$ cat src/rtl/serial_adder.sv
// Bit-serial adder: one full_adder reused over WIDTH clocks to produce a WIDTH-bit sum plus carry-out.
// Latency: START accepted at edge E0, bit steps at E1..E_WIDTH, DONE high in the cycle after E_WIDTH.
// Backpressure: START is ignored while BUSY; a new request is accepted only in IDLE or in the DONE cycle.
//
// Ports:
//   CLK   - clock, all state updates on the rising edge
//   RST   - synchronous active-high reset, overrides everything
//   START - request, accepted only in IDLE or DONE
//   A, B  - WIDTH-bit operands, sampled on the accepting edge
//   CIN   - carry-in, sampled on the accepting edge
//   SUB   - (only with SERIAL_ADDER_SUB_EN) 1 = compute A-B, sampled on the accepting edge
//   SUM   - registered result of the last completed operation
//   COUT  - registered carry-out of the last completed operation (no-borrow flag when subtracting)
//   BUSY  - high while bit steps are in progress
//   DONE  - one-cycle pulse when SUM/COUT have just been updated
//
// Optional feature macro: SERIAL_ADDER_SUB_EN adds the SUB input and two's-complement subtraction.

// Single-bit full adder used by the serial sequencer.
// Latency: purely combinational.
// Backpressure: none.
module full_adder (
  input  logic xi,
  input  logic yi,
  input  logic ci,
  output logic si,
  output logic ci1
);

  assign si  = xi ^ yi ^ ci;
  assign ci1 = (xi & yi) | (ci & (xi ^ yi));

endmodule

module serial_adder #(
  parameter int WIDTH = 8
) (
  input  logic             CLK,
  input  logic             RST,
  input  logic             START,
  input  logic [WIDTH-1:0] A,
  input  logic [WIDTH-1:0] B,
  input  logic             CIN,
`ifdef SERIAL_ADDER_SUB_EN
  input  logic             SUB,
`endif
  output logic [WIDTH-1:0] SUM,
  output logic             COUT,
  output logic             BUSY,
  output logic             DONE
);

  // Bit counter only needs to reach WIDTH-1.
  localparam int CW = (WIDTH > 2) ? $clog2(WIDTH) : 1;
  localparam logic [CW-1:0] LAST_BIT = CW'(WIDTH - 1);

  typedef enum logic [1:0] {
    S_IDLE  = 2'd0,
    S_SHIFT = 2'd1,
    S_DONE  = 2'd2
  } state_t;

  state_t           state;
  state_t           state_d;

  logic [WIDTH-1:0] a_sh;
  logic [WIDTH-1:0] b_sh;
  logic [WIDTH-1:0] res_sh;
  logic             carry;
  logic [CW-1:0]    cnt;
  logic [WIDTH-1:0] sum_q;
  logic             cout_q;

  // FSM decode strobes
  logic             load;
  logic             step;
  logic             finish;

  // Operand values captured on an accepting edge
  logic [WIDTH-1:0] b_load;
  logic             c_load;

  // Full adder outputs for the current bit
  logic             si;
  logic             ci1;
  logic [WIDTH-1:0] res_next;

  full_adder u_fa (
    .xi  (a_sh[0]),
    .yi  (b_sh[0]),
    .ci  (carry),
    .si  (si),
    .ci1 (ci1)
  );

  // Sum bits enter at the MSB, so after WIDTH steps bit 0 has drifted down to res_sh[0].
  assign res_next = {si, res_sh[WIDTH-1:1]};

`ifdef SERIAL_ADDER_SUB_EN
  // A - B = A + ~B + 1; CIN is not used for subtraction.
  always_comb begin
    b_load = B;
    c_load = CIN;
    if (SUB) begin
      b_load = ~B;
      c_load = 1'b1;
    end
  end
`else
  always_comb begin
    b_load = B;
    c_load = CIN;
  end
`endif

  // Next-state and control decode
  always_comb begin
    state_d = state;
    load    = 1'b0;
    step    = 1'b0;
    finish  = 1'b0;
    case (state)
      S_IDLE: begin
        if (START) begin
          load    = 1'b1;
          state_d = S_SHIFT;
        end
      end
      S_SHIFT: begin
        step = 1'b1;
        if (cnt == LAST_BIT) begin
          finish  = 1'b1;
          state_d = S_DONE;
        end
      end
      S_DONE: begin
        // START here restarts immediately, giving back-to-back operations.
        if (START) begin
          load    = 1'b1;
          state_d = S_SHIFT;
        end else begin
          state_d = S_IDLE;
        end
      end
      default: begin
        state_d = S_IDLE;
      end
    endcase
  end

  // State register and datapath
  always_ff @(posedge CLK) begin
    if (RST) begin
      state  <= S_IDLE;
      a_sh   <= '0;
      b_sh   <= '0;
      res_sh <= '0;
      carry  <= 1'b0;
      cnt    <= '0;
      sum_q  <= '0;
      cout_q <= 1'b0;
    end else begin
      state <= state_d;
      if (load) begin
        a_sh   <= A;
        b_sh   <= b_load;
        carry  <= c_load;
        cnt    <= '0;
        res_sh <= '0;
      end else if (step) begin
        a_sh   <= a_sh >> 1;
        b_sh   <= b_sh >> 1;
        res_sh <= res_next;
        carry  <= ci1;
        cnt    <= cnt + 1'b1;
      end
      // Visible result only moves on completion; it holds through IDLE and SHIFT.
      if (finish) begin
        sum_q  <= res_next;
        cout_q <= ci1;
      end
    end
  end

  assign SUM  = sum_q;
  assign COUT = cout_q;
  assign BUSY = (state == S_SHIFT);
  assign DONE = (state == S_DONE);

endmodule
$ cat config.mk
export PLATFORM = sky130hd
export DESIGN_NAME = serial_adder
export DESIGN_NICKNAME = d
export VERILOG_FILES = /design/src/rtl/serial_adder.sv
export SDC_FILE = /design/constraint.sdc
export NUM_CORES = 1
export LEC_CHECK = 0
export CORE_UTILIZATION = 45
export CTS_CLUSTER_DIAMETER = 80
export CTS_CLUSTER_SIZE = 28
export DETAILED_ROUTE_END_ITERATION = 7
export GPL_TIMING_DRIVEN = 0
export PLACE_DENSITY = 0.74
export SYNTH_ARGS = -nofsm -noshare
export SYNTH_HDL_FRONTEND = slang
export SYNTH_SLANG_ARGS = --single-unit
$ cat constraint.sdc
create_clock -name CLK -period 1.2 [get_ports CLK]
set_clock_uncertainty 0.1 [all_clocks]
set_input_delay 0.12 -clock CLK [delete_from_list [all_inputs] [get_ports CLK]]
set_output_delay 0.12 -clock CLK [all_outputs]
set_load 0.005 [all_outputs]
==> impl_results.md <==
- Syn Nets: 199
- Gr ovfl total: 0
- Die area: 0.00361 mm²
- Largest net degree at the start of global routing: 11
- Dpl ws: -0.379 ns
- Kind of critical path: flip-flop to flip-flop
- Via count: 1528
- Power per standard cell area: 1060 mW/mm²
- Fin. Hold Viols: 0
- Cell count along the critical path: 6
- DIE HEIGHT: 60.1 µm
- Max-cap violation count: 0
- Slew of the pin with the lowest slew margin: 0.295 ns
- CP Cell Sequence: nand2b_4, inv_8, buf_8, buf_12, a22oi_2, a21oi_1
- Min cycle time layout: 1.34 ns
- Worst Hold Depth: 3
- Leakage power: 0.906 nW
- DR vias/cell: 5.64
- Total track usage: 26.1%
- Synth warn: 0
- Vias in the first global route: 1474
- Setup slack after layout: -0.139 ns
- Iter 0 DRT Violations: 82
- Worst Setup Start Kind: flip-flop
- Cell Area, Synth: 0.00152 mm²
- # H-tree levels: 2
- FF+latch count, synth: 38
- # rows: 20
- Clock sink count: 38
- Syn Area/Cell: 8.62 µm²
- Finished Cell Area: 0.00247 mm²
- CP max FO: 6
- Clock buffer depth: 2
- WL per Instance: 17.5 µm
- Crit path max-delay cell type: dfxtp_2
- Worst hold path type: input pin to flip-flop
- Post-Syn Instances: 176
- Sequential area share after synthesis: 50.1%
- Hold wc startpoint: A[7]
- Gp weighted congestion: 0.757
- Hold Worst Slack: 0.226 ns
- Crit Reg-Reg Startpoint: state[1]$_SDFFE_PP0P_
- Synth unique cells: 25
- Antenna diodes: 0
- Fin crit share: 112%
- Failing checks: setup timing
- RSZ-0062 raised after global routing: yes
- CTS Root Cell: clkbuf_4
- Critical Path Start: state[1]$_SDFFE_PP0P_
- NumNets Final: 250
- IO Pins: 31
- First-pass GRT wire length: 6800 µm
- I/O Buffers: 30
- Core area: 0.00313 mm²
- Initial antenna violation count: 0
- Worst path required time: 1.33 ns
- DP Area: 0.00190 mm²
- Horiz. Die Dim: 60.1 µm
- Clock slew at reported path FFs: 0.11 ns
- First-pass DRT Iterations: 4
- Critical Path Max Stage Delay: 0.34 ns
- Worst EP arrival: 1.47 ns
- Status: finished, violations left
- Hold buffers post-CTS: 0
- Final setup violation count: 30
- Slew Viols, Final: 0
- Placed wire-length estimate: 2480 µm
- Element type at the critical path end: flip-flop
- Initial core utilization: 48.5%
- CTS tree: done
- Inserted Clock Buffers: 5
- Peak supply drop: 0.913 mV
- Layout area overhead: 62.8%
- Worst r2r path cells: 6
- Worst Path Buf+Inv: 3
- Clock insertion delay at the later pin of the skew report: 0.35 ns
- CP delay by family, top: flip-flops
- Max frequency: 0.747 GHz
- WL final: 4740 µm
- Antenna Nets Post-Route: 0
- Relative slew slack: 80.4%
- DRC: 0
- Share of cells above drive strength 1: 45.8%
## layout by cell type, fill, tap and decap left out, types with 2 or more instances in the layout
cell type	instances
nand2_1	28
dfxtp_1	23
clkdlybuf4s50_1	19
dfxtp_2	14
a21oi_1	11
a21oi_2	10
nand3_1	9
buf_6	8
buf_4	8
nor2_1	8
dlygate4sd2_1	8
nand2_2	7
nor3_1	7
nor3_2	6
o22ai_2	5
clkbuf_4	5
buf_8	4
a311oi_2	4
buf_12	4
nor3_4	4
nand3_2	3
nand2_4	3
nand2b_4	2
buf_2	2
clkbuf_2	2
o22ai_1	2
ha_4	2
clkbuf_1	2
## Yosys cell counts
cell / instances / share of area [%]
dfxtp_1: 38 / 50
nand2_1: 38 / 9.4
a21oi_1: 21 / 6.9
nor3_1: 17 / 5.6
nand3_1: 12 / 4.0
nor2_1: 8 / 2.0
o22ai_1: 8 / 3.3
a311oi_1: 4 / 2.3
buf_6: 4 / 3.0
buf_2: 3 / 0.99
buf_4: 3 / 1.5
clkbuf_1: 3 / 0.74
a22oi_1: 2 / 0.99
ha_1: 2 / 1.6
nand2b_1: 2 / 0.82
nor2b_1: 2 / 0.82
a311oi_2: 1 / 0.99
buf_1: 1 / 0.25
fa_1: 1 / 1.3
inv_6: 1 / 0.58
mux2i_1: 1 / 0.66
nand2b_2: 1 / 0.58
nand3b_1: 1 / 0.49
o21a_1: 1 / 0.49
xnor2_1: 1 / 0.58
## tightest hold or removal path, stage by stage
cell             delay, ns
clkdlybuf4s50_1       0.39
nand2_1               0.06
a21oi_1               0.05
## per-layer routing
layer,track usage (%),vias to the layer above,share of wire (%)
met2,42.2,52,51
met1,33.5,747,41
met3,6.49,15,5.1
li1,-,714,-
met5,0,-,0
met4,9.63,0,3.1
## final timing paths
kind         slack [ns]                    to
max               -0.14  a_sh[0]$_SDFFE_PP0P_
min                0.23  a_sh[7]$_SDFFE_PP0P_
max reg2reg       -0.14  a_sh[0]$_SDFFE_PP0P_
min reg2reg        0.37   SUM[2]$_SDFFE_PP0P_
## cell type report
class / count / area [µm²]
inverter: 1 / 11.3
multi-input combinational: 123 / 958
tap: 44 / 55.1
fill: 204 / 657
buffer: 12 / 140
sequential: 38 / 782
timing repair buffer: 46 / 479
clock buffer: 7 / 45.0
## through the flow
stage | power, mW | TNS (ns) | instances | util (%)
2_1_floorplan | 1.61 | 0 | 176 | -
3_3_place_gp | 1.73 | -10.67 | 250 | 60.8
3_5_place_dp | 1.74 | -11.51 | 250 | 60.8
4_1_cts | 2.50 | -3.08 | 270 | 73.6
5_1_grt | 2.72 | -3.78 | 271 | 79.0
6_report | 2.62 | -2.31 | 271 | 79.0
## cells by family after synthesis
group	count (synthesis)	synth area share (%)
AOI/OAI and AO/OA	37	15.0
and+or+nand+nor	81	23.7
DFF	38	50.1
xor gates and xnor gates	1	0.577
buffers and inverters	15	7.01
adders and majority gates	3	2.97
muxes	1	0.660
## timing repair
action / in CTS / in global routing
cloned: 2 / 1
setup buffers: 12 / 3
pin swaps: 14 / 14
setup endpoints to repair: 48 / 40
resized for setup: 84 / 38
## report_power, final
group          internal [mW]  switching (mW)  leakage (nW)
registers               1.32          0.0606         0.318
logic                  0.325           0.289         0.563
clock network          0.221           0.397        0.0254
## registers in the layout, indices dropped and copies added (netlist names)
name,flops
COUT,1
a_sh,8
SUM,8
b_sh,8
cnt,3
carry,1
state,2
res_sh,7
Power figures use the tool's default switching activity.
